### src/rtl/matrix_operand_loader_if.sv
//==============================================================================
// Module   : matrix_operand_loader_if
// Purpose  : Bundles the element stream (in_*) and the packed operand output
//            (mat_*, load_cnt) of matrix_operand_loader.
// Ports    : slave modport  - used by the loader (consumes the stream,
//                             drives the operand buses)
//            master modport - used by the producer/consumer environment
//            in_abort exists only when MATRIX_LOADER_ABORT_EN is defined.
// Revision : 1.0 - initial release
//==============================================================================
`default_nettype none

interface matrix_operand_loader_if #(
    parameter int ELEM_W = 16,
    parameter int N_ELEM = 9
);
    logic [ELEM_W-1:0]        in_data;
    logic                     in_valid;
    logic                     in_ready;
    logic [ELEM_W*N_ELEM-1:0] mat_a;
    logic [ELEM_W*N_ELEM-1:0] mat_b;
    logic                     mat_valid;
    logic                     mat_ack;
    logic [4:0]               load_cnt;

`ifdef MATRIX_LOADER_ABORT_EN
    logic                     in_abort;

    modport slave (
        input  in_data, in_valid, mat_ack, in_abort,
        output in_ready, mat_a, mat_b, mat_valid, load_cnt
    );

    modport master (
        output in_data, in_valid, mat_ack, in_abort,
        input  in_ready, mat_a, mat_b, mat_valid, load_cnt
    );
`else
    modport slave (
        input  in_data, in_valid, mat_ack,
        output in_ready, mat_a, mat_b, mat_valid, load_cnt
    );

    modport master (
        output in_data, in_valid, mat_ack,
        input  in_ready, mat_a, mat_b, mat_valid, load_cnt
    );
`endif

endinterface

`default_nettype wire

### src/rtl/matrix_operand_loader.sv
//==============================================================================
// Module   : matrix_operand_loader
// Purpose  : Collects 2*N_ELEM words from a valid/ready stream (A[0..8] then
//            B[0..8], row-major) into two flat operand buses and holds them
//            with mat_valid high until the consumer acknowledges.
// Ports    : clk  - rising-edge clock
//            rst  - asynchronous active-high reset
//            bus  - matrix_operand_loader_if.slave (in_data/in_valid/in_ready,
//                   mat_a/mat_b/mat_valid/mat_ack, load_cnt[, in_abort])
// Config   : MATRIX_LOADER_ABORT_EN - adds in_abort, which cancels a partial
//            frame while loading (buses keep their contents).
// Revision : 1.0 - initial release
//==============================================================================
`default_nettype none

module matrix_operand_loader #(
    parameter int ELEM_W = 16,
    parameter int N_ELEM = 9
) (
    input  wire logic                clk,
    input  wire logic                rst,
    matrix_operand_loader_if.slave   bus
);

    localparam int                c_IDX_W       = $clog2(N_ELEM);
    localparam logic [c_IDX_W-1:0] c_LAST_IDX   = c_IDX_W'(N_ELEM - 1);
    localparam logic [4:0]        c_FRAME_WORDS = 5'(2 * N_ELEM);

    typedef enum logic [1:0] {
        LOAD_A = 2'd0,
        LOAD_B = 2'd1,
        HOLD   = 2'd2
    } state_t;

    state_t                    r_state;
    logic [c_IDX_W-1:0]        r_idx;
    logic [4:0]                r_cnt;
    logic [ELEM_W*N_ELEM-1:0]  r_mat_a;
    logic [ELEM_W*N_ELEM-1:0]  r_mat_b;
    logic                      r_in_ready;
    logic                      r_mat_valid;
    logic                      w_abort;

`ifdef MATRIX_LOADER_ABORT_EN
    assign w_abort = bus.in_abort;
`else
    assign w_abort = 1'b0;
`endif

    always_ff @(posedge clk or posedge rst) begin
        if (rst) begin
            r_state     <= LOAD_A;
            r_idx       <= '0;
            r_cnt       <= '0;
            r_mat_a     <= '0;
            r_mat_b     <= '0;
            r_in_ready  <= 1'b0;
            r_mat_valid <= 1'b0;
        end else begin
            case (r_state)
                LOAD_A, LOAD_B: begin
                    // in_ready is held low during reset; the first edge after
                    // release raises it, so beats only count once it is high.
                    r_in_ready <= 1'b1;
                    if (w_abort) begin
                        // Abort wins over a same-cycle beat: the word is dropped.
                        r_state <= LOAD_A;
                        r_idx   <= '0;
                        r_cnt   <= '0;
                    end else if (bus.in_valid && r_in_ready) begin
                        for (int k = 0; k < N_ELEM; k++) begin
                            if (r_idx == c_IDX_W'(k)) begin
                                if (r_state == LOAD_A)
                                    r_mat_a[k*ELEM_W +: ELEM_W] <= bus.in_data;
                                else
                                    r_mat_b[k*ELEM_W +: ELEM_W] <= bus.in_data;
                            end
                        end
                        r_cnt <= r_cnt + 5'd1;
                        if (r_idx == c_LAST_IDX) begin
                            r_idx <= '0;
                            if (r_state == LOAD_A) begin
                                r_state <= LOAD_B;
                            end else begin
                                r_state     <= HOLD;
                                r_in_ready  <= 1'b0;
                                r_mat_valid <= 1'b1;
                            end
                        end else begin
                            r_idx <= r_idx + 1'b1;
                        end
                    end
                end

                HOLD: begin
                    // Buses frozen; only the acknowledge moves us on.
                    if (bus.mat_ack) begin
                        r_state     <= LOAD_A;
                        r_idx       <= '0;
                        r_cnt       <= '0;
                        r_mat_valid <= 1'b0;
                        r_in_ready  <= 1'b1;
                    end else begin
                        r_cnt <= c_FRAME_WORDS;
                    end
                end

                default: begin
                    r_state     <= LOAD_A;
                    r_idx       <= '0;
                    r_cnt       <= '0;
                    r_in_ready  <= 1'b0;
                    r_mat_valid <= 1'b0;
                end
            endcase
        end
    end

    assign bus.in_ready  = r_in_ready;
    assign bus.mat_valid = r_mat_valid;
    assign bus.mat_a     = r_mat_a;
    assign bus.mat_b     = r_mat_b;
    assign bus.load_cnt  = r_cnt;

endmodule

`default_nettype wire

### src/flat_wrapper.sv
// flat-port wrapper written by rule: the top's interface ports become plain ports
module matrix_operand_loader_flat 
#(
    parameter int ELEM_W = 16,
    parameter int N_ELEM = 9
)
  (clk, rst, bus_in_data, bus_in_valid, bus_mat_ack, bus_in_ready, bus_mat_a, bus_mat_b, bus_mat_valid, bus_load_cnt);
  matrix_operand_loader_if #(.ELEM_W(ELEM_W), .N_ELEM(N_ELEM)) bus_i ();
  input  wire logic clk;
  input  wire logic rst;
  input wire logic [$bits(bus_i.in_data)-1:0] bus_in_data;
  input wire logic [$bits(bus_i.in_valid)-1:0] bus_in_valid;
  input wire logic [$bits(bus_i.mat_ack)-1:0] bus_mat_ack;
  output wire logic [$bits(bus_i.in_ready)-1:0] bus_in_ready;
  output wire logic [$bits(bus_i.mat_a)-1:0] bus_mat_a;
  output wire logic [$bits(bus_i.mat_b)-1:0] bus_mat_b;
  output wire logic [$bits(bus_i.mat_valid)-1:0] bus_mat_valid;
  output wire logic [$bits(bus_i.load_cnt)-1:0] bus_load_cnt;
  assign bus_i.in_data = bus_in_data;
  assign bus_i.in_valid = bus_in_valid;
  assign bus_i.mat_ack = bus_mat_ack;
  assign bus_in_ready = bus_i.in_ready;
  assign bus_mat_a = bus_i.mat_a;
  assign bus_mat_b = bus_i.mat_b;
  assign bus_mat_valid = bus_i.mat_valid;
  assign bus_load_cnt = bus_i.load_cnt;
  matrix_operand_loader #(.ELEM_W(ELEM_W), .N_ELEM(N_ELEM)) u_core (.clk(clk), .rst(rst), .bus(bus_i));
endmodule
### config.mk
export PLATFORM = sky130hd
export DESIGN_NAME = matrix_operand_loader_flat
export DESIGN_NICKNAME = d
export VERILOG_FILES = /design/src/rtl/matrix_operand_loader_if.sv /design/src/rtl/matrix_operand_loader.sv /design/src/flat_wrapper.sv
export SDC_FILE = /design/constraint.sdc
export NUM_CORES = 1
export LEC_CHECK = 0
export BUFFER_PORTS_ARGS = -buffer_cell sky130_fd_sc_hd__buf_2
export CAP_MARGIN = 20
export CELL_PAD_IN_SITES_DETAIL_PLACEMENT = 1
export CELL_PAD_IN_SITES_GLOBAL_PLACEMENT = 1
export CORE_MARGIN = 2
export CORE_UTILIZATION = 43
export DETAILED_ROUTE_END_ITERATION = 12
export PLACE_DENSITY_LB_ADDON = 0.1
export SLEW_MARGIN = 15
export SYNTH_ARGS = -nofsm -noshare
export SYNTH_HDL_FRONTEND = slang
export SYNTH_SLANG_ARGS = --single-unit
export TNS_END_PERCENT = 1
### constraint.sdc
create_clock -name clk -period 10.6 [get_ports clk]
set_input_delay 1.59 -clock clk [delete_from_list [all_inputs] [get_ports clk]]
set_output_delay 1.59 -clock clk [all_outputs]
set_load 0.02 [all_outputs]
==> results of run 1 <==
[power by group through the flow]
| stage | clock [mW] | combinational [mW] | sequential (mW) |
|---|---|---|---|
| after CTS | 1.18 | 1.98 | 1.94 |
| final | 1.15 | 1.96 | 1.93 |
| after global routing | 1.23 | 2.08 | 2.01 |
| after detailed placement | 0 | 1.98 | 1.95 |
| after global placement | 0 | 1.95 | 1.93 |
| after floorplan | 0 | 0.658 | 2.51 |
[cell usage after synthesis, drive strengths merged]
cell / count / share of area
dfrtp: 301 / 0.64
mux2: 289 / 0.28
buf: 29 / 0.016
clkbuf: 18 / 0.0058
nand2: 12 / 0.0038
nand3: 10 / 0.0043
nor2: 8 / 0.0034
nor3: 7 / 0.0082
ha: 5 / 0.0053
o21ai: 4 / 0.0017
or4b: 4 / 0.0034
a21oi: 3 / 0.0013
inv: 3 / 0.00096
and4b: 2 / 0.0017
nor3b: 2 / 0.0013
o21a: 2 / 0.0013
o31a: 2 / 0.0015
or3: 2 / 0.0011
xor2: 2 / 0.0015
a211o: 1 / 0.00075
a2bb2oi: 1 / 0.00075
a31o: 1 / 0.00075
and4bb: 1 / 0.0011
mux2i: 1 / 0.00085
nand2b: 1 / 0.00053
nand3b: 1 / 0.0017
nand4bb: 1 / 0.00096
nor4: 1 / 0.0011
o211ai: 1 / 0.00064
o21bai: 1 / 0.00064
o31ai: 1 / 0.00064
o32ai: 1 / 0.00075
[cell usage in the layout, fill, tap and decap left out, types with 2 or more instances in the layout]
cell type	instances
ha_1	5
o21a_1	2
nor2_1	4
mux2_1	11
dfrtp_1	301
clkinv_2	6
mux2_4	20
o21ai_0	4
nand2_1	12
nor3_4	5
or3_1	2
clkbuf_8	6
clkbuf_1	9
nand3_1	10
nor2_2	4
or4b_1	3
xor2_1	2
inv_1	2
clkbuf_16	35
and4b_1	2
mux2_2	258
bufinv_16	2
buf_4	4
buf_2	314
a21oi_1	3
o31a_1	2
nor3b_1	2
[cells by family (layout without fill, tap and decap cells)]
kind of cell,after synthesis,in the layout,synth area share
adders and majority gates,5,5,0.00534
muxes,290,290,0.285
buffers and inverters,50,383,0.0225
and+or+nand+nor,52,52,0.0326
xor gates and xnor gates,2,2,0.00149
DFF,301,301,0.643
AOI/OAI and AO/OA,18,18,0.0107
[cell type report]
type	instances	area, sq um	area share
timing repair buffer	321	1660	0.113
multi-input combinational	367	3940	0.268
clock buffer	50	992	0.0677
clock inverter	9	98.8	0.00674
inverter	3	18.8	0.00128
tap	341	427	0.0291
sequential	301	7530	0.514
[registers in the layout (all words and copies together) (netlist names)]
signal                count
u_core.bus.mat_valid      1
u_core.r_idx              4
u_core.bus.load_cnt       5
u_core.bus.in_ready       1
u_core.bus.mat_b        144
u_core.bus.mat_a        144
u_core.r_state            2
[tightest hold or removal path: cells and delay by family, from the launching register on]
kind             cells  cell delay (ns)
AND/OR/NAND/NOR      2             0.11
flip-flops           1             0.34
[metal layers]
| layer | vias to the layer above | part of all wire | GRT usage |
|---|---|---|---|
| li1 | 3161 | - | - |
| met1 | 3750 | 0.45 | 0.311 |
| met2 | 214 | 0.47 | 0.352 |
| met3 | 42 | 0.065 | 0.0613 |
| met4 | 0 | 0.018 | 0.0565 |
| met5 | - | 0 | 0 |
[per-stage QoR]
stage | utilization | total power, mW | hold slack [ns]
finish | 0.545 | 5.04 | 0.483
global route | 0.545 | 5.31 | 0.504
CTS | 0.544 | 5.10 | 0.491
detailed placement | 0.503 | 3.93 | 0.477
global placement | 0.503 | 3.87 | 0.460
floorplan | - | 3.17 | 0.567
[worst min path at each step]
stage,end,cells after the start,slack [ns]
after floorplan,u_core.r_idx[3],1,0.57
after global placement,u_core.bus.mat_valid,2,0.46
after detailed placement,u_core.bus.mat_b[61],1,0.48
after CTS,u_core.bus.mat_b[61],1,0.49
after global routing,u_core.bus.mat_b[61],1,0.50
final,u_core.bus.mat_valid,2,0.48
==> results.toml, run 1 <==
[clock_tree]
numCtsBuffers = 34
cts_tree = "built"
cts.repair.resized = 0
cts.path.max_buffers = 3
clkLatencyLatePin_ns = 0.50
postCtsHoldBufs = 0
post-cts-setup-buffer-count = 0
h-tree-depth = 2
cts.sinks = 301
cts_root_buf = "clkbuf_16"
cts.clk_slew.worst_paths_ns = 0.06

[drt]
wire_per_inst_microns = 22.8
num_vias = 7167
drc_errors = 0
drtIter0Drc = 234
ant_nets = 0
totalWireLength_mm = 31.7
first_pass_iters = 4
vias_per_cell = 5.15

[synth]
yosysSeqAreaShare = 0.643
syn-cell-area_sq_um = 11700
synth_area_per_cell_sq_um = 16.3
synth-seq-cells = 301
synthCells = 718
yosys_warnings = 0
netlist-cell-type-count = 41
synth_fp_nets = 743

[worst_setup_path]
max_stage_delay_ns = 1.22
required_ns = 10.98
critPathLaunchType = "input port"
crit_start = "bus_in_valid"
cp_cell_sequence = "buf_2 > nand4bb_1 > or4b_1 > mux2_4"
cp_num_cells = 4
path_buf_inv = 1
endpoint = "u_core.bus.mat_a[56]"
critPathCaptureType = "flop"
worst-path-max-fanout = 16
cp_top_family = "simple AND/OR/NAND/NOR gates"
reg2reg_depth = 3
r2r-end = "u_core.bus.mat_a[56]"
r2r-start = "u_core.r_state[1]"
path_class = "in2reg"
rrSetupSlack_ns = 7.21
arrival_ns = 4.21
cpMaxStageDelayCell = "or4b_1"

[final_layout]
drive_gt1_frac = 0.633
final_cells = 1392
n_antenna_cell = 0
final_area_sq_um = 14700
nets = 1053
synthToLayoutAreaGrowth_pct = 25.1
fillers = 2709

[power]
power_density_nw_per_um2 = 344
p_sw_mw = 1.90
combPwrFrac = 0.388
pwr-share-seq = 0.384
swShare = 0.378
leakage_nw = 7.55
clockPowerShare = 0.228
internal-power_mw = 3.14
peakVddDrop_v = 0.000167

[die]
die_h_microns = 169
coreArea_sq_um = 26900
die_x_microns = 169
initial_core_util = 0.436
io_pins = 315
placementRows = 60
dieArea_sq_um = 28600

[global_routing]
grt_pass1_vias = 7735
grt_max_degree = 100
grt_overflow_total = 0
grt_pass1_wl_mm = 48.8
antenna_found_initial = 0
grtUsageTotal = 0.224

[place]
dp_cells = 1331
hpwl_mm = 21.7
dp_worst_setup_slack_ns = 6.19
gp_congestion = 0.773
placed_area_sq_um = 13500
port_buffers = 314

[timing]
slew_viol_final = 0
fin_ws_ns = 6.76
tns_ns = 0
period_share = 0.362
worst_slew_pin_slew_ns = 1.11
clock_skew_ns = 0.00776
finalHoldViolCount = 0
finalSetupViolCount = 0
max_slew_margin = 0.260
fmax_mhz = 261
period_needed_ns = 3.84
rsz0062_at_grt = "no"

[run_status]
status = "finished, final reports clean"

[worst_hold_path]
min_from = "u_core.bus.mat_valid"
worstHoldPathType = "reg2reg"

[job]
cap_violations = 0
Note: power is estimated with default switching activity, not from simulation.
==> run 2: changes to the inputs <==
- ABC_AREA: not set -> 1
- CORE_UTILIZATION: 43 -> 39
- clock period: 10.6 -> 3.79 ns (I/O delays scaled with it)
==> results.toml, run 2 <==
[final_layout]
synthToLayoutAreaGrowth_pct = 27.2
layout_common_cells = "330 x nand2_1, 314 x buf_2, 301 x dfrtp_1"
nets = 1381
final_area_sq_um = 13900
fin_util = 0.502
final_common_cell = "nand2_1"
drive_gt1_frac = 0.269

[power]
peakVddDrop_v = 0.000410
power_density_nw_per_um2 = 960
leakage_nw = 7.38

[clock_tree]
cts.sinks = 301
cts.clk_slew.worst_paths_ns = 0.06
postCtsHoldBufs = 0
cts.repair.resized = 0
post-cts-setup-buffer-count = 0
cts_root_buf = "clkbuf_16"
cts_tree = "built"
clkLatencyLatePin_ns = 0.51
numCtsBuffers = 34
cts.path.max_buffers = 3
h-tree-depth = 2

[synth]
synth-seq-cells = 301
synth-edff-count = 0
synthCells = 1071
synth_area_per_cell_sq_um = 10.2
synthArstFlopShare = 1.00
netlist-cell-type-count = 16
synth_fp_nets = 1096
yosysSeqAreaShare = 0.689
yosys-top-cells-area = "dfrtp_1 69%, o21ai_0 13%, nand2_1 11%"
ys.flop_type = "dfrtp_1"
yosys_warnings = 0
synth_top_cell_area_share = 0.689
synth_common_cells = "330 x nand2_1, 301 x dfrtp_1, 293 x o21ai_0"
synth_area_leader_cell = "dfrtp_1"
syn-cell-area_sq_um = 10900
yosysMostFrequentCell = "nand2_1"

[global_routing]
grt_pass1_vias = 8591
grt-busiest-layer = "met2"
grt_pass1_wl_mm = 54.5
antenna_found_initial = 1
gr-usage-met2 = 0.400
grt_max_degree = 136
grtUsageTotal = 0.251
grtUsageMet1 = 0.329
grt_use_met3 = 0.0863
grt_overflow_total = 0

[worst_setup_path]
critPathLaunchType = "flop"
max_stage_delay_ns = 0.66
rrSetupSlack_ns = 1.55
cpMaxStageDelayCell = "nand2_1"
required_ns = 4.18
r2r-end = "u_core.bus.mat_a[39]"
cp_cell_sequence = "nand2_1 > nor3_4 > nand2_1 > o21ai_0"
path_class = "reg2reg"
critPathCaptureType = "flop"
r2r-start = "u_core.bus.in_ready"
arrival_ns = 2.63
path_common_cell = "nand2_1"
reg2reg_depth = 4
worst-path-max-fanout = 32

[timing]
worst_slew_pin_slew_ns = 1.13
fmax_mhz = 446
slew_viol_final = 0
period_needed_ns = 2.24
finalSetupViolCount = 0
max_slew_margin = 0.246
period_share = 0.591
finalHoldViolCount = 0
rsz0062_at_grt = "no"
clock_skew_ns = 0.0162
fin_ws_ns = 1.55
tns_ns = 0

[place]
hpwl_mm = 22.9
gp_congestion = 0.755
placed_area_sq_um = 12700
dp_worst_setup_slack_ns = 1.24
port_buffers = 314

[die]
initial_core_util = 0.394
placementRows = 61
die_h_microns = 171
coreArea_sq_um = 27700
dieArea_sq_um = 29400
io_pins = 315
die_x_microns = 171

[drt]
vias_per_cell = 4.92
drtIter0Drc = 604
totalWireLength_mm = 36.9
ant_nets = 0
drc_errors = 0
num_vias = 8665
first_pass_iters = 4
wire_per_inst_microns = 21.0

[run_status]
status = "finished, final reports clean"

[job]
cap_violations = 0

[worst_hold_path]
worstHoldPathType = "in2async"
==> run 2: cell type report <==
type / count / area, sq um
Sequential cell: 301 / 7530
Clock buffer: 53 / 1030
Clock inverter: 7 / 88.8
Multi-Input combinational cell: 664 / 2960
Timing Repair Buffer: 320 / 1680
Fill cell: 3182 / 13800
Inverter: 35 / 135
Antenna cell: 2 / 5.00
Tap cell: 378 / 473
==> run 2: layer usage <==
layer,part of all wire,up-vias
met3,0.085,46
met5,0,-
li1,-,4050
met2,0.46,262
met1,0.43,4307
met4,0.021,0
==> run 2: cell families (layout without fill, tap and decap cells) <==
logic type      count (synthesis)  count (layout)  synth area share
compound gates                297             297             0.136
xor+xnor                        1               1          0.000802
fa+ha+maj                       5               5           0.00573
buf+inv                       106             415            0.0397
flops                         301             301             0.689
other cells                     0               2                 0
simple gates                  361             361             0.128
==> run 2: critical path, delay by kind of cell, from the launching register on <==
family / cells / cell delay [ns]
simple gates: 3 / 1.28
flops: 1 / 0.38
compound gates: 1 / 0.45
==> run 2: through the flow <==
step	power, mW	hold WS, ns	cells
final	13.3	0.0729	1760
after global routing	14.2	0.0844	1758
after CTS	13.5	0.0658	1756
after detailed placement	10.1	0.468	1696
after global placement	9.93	0.461	1696
after floorplan	8.08	0.507	1071
==> run 2: worst max path at each step <==
| stage | start | endpoint |
|---|---|---|
| global placement | bus_in_valid | u_core.bus.mat_a[71] |
| floorplan | rst | u_core.bus.in_ready |
| global route | u_core.bus.in_ready | u_core.bus.mat_b[117] |
| detailed placement | bus_in_valid | u_core.bus.mat_a[38] |
| finish | u_core.bus.in_ready | u_core.bus.mat_a[39] |
| CTS | u_core.bus.in_ready | u_core.bus.mat_a[39] |
==> run 2: power by group <==
group | switching [mW] | internal, mW | leakage, nW
registers | 0.735 | 4.51 | 3.92
clock network | 1.29 | 2.00 | 0.547
logic | 3.35 | 1.46 | 2.92
total | 5.37 | 7.96 | 7.38
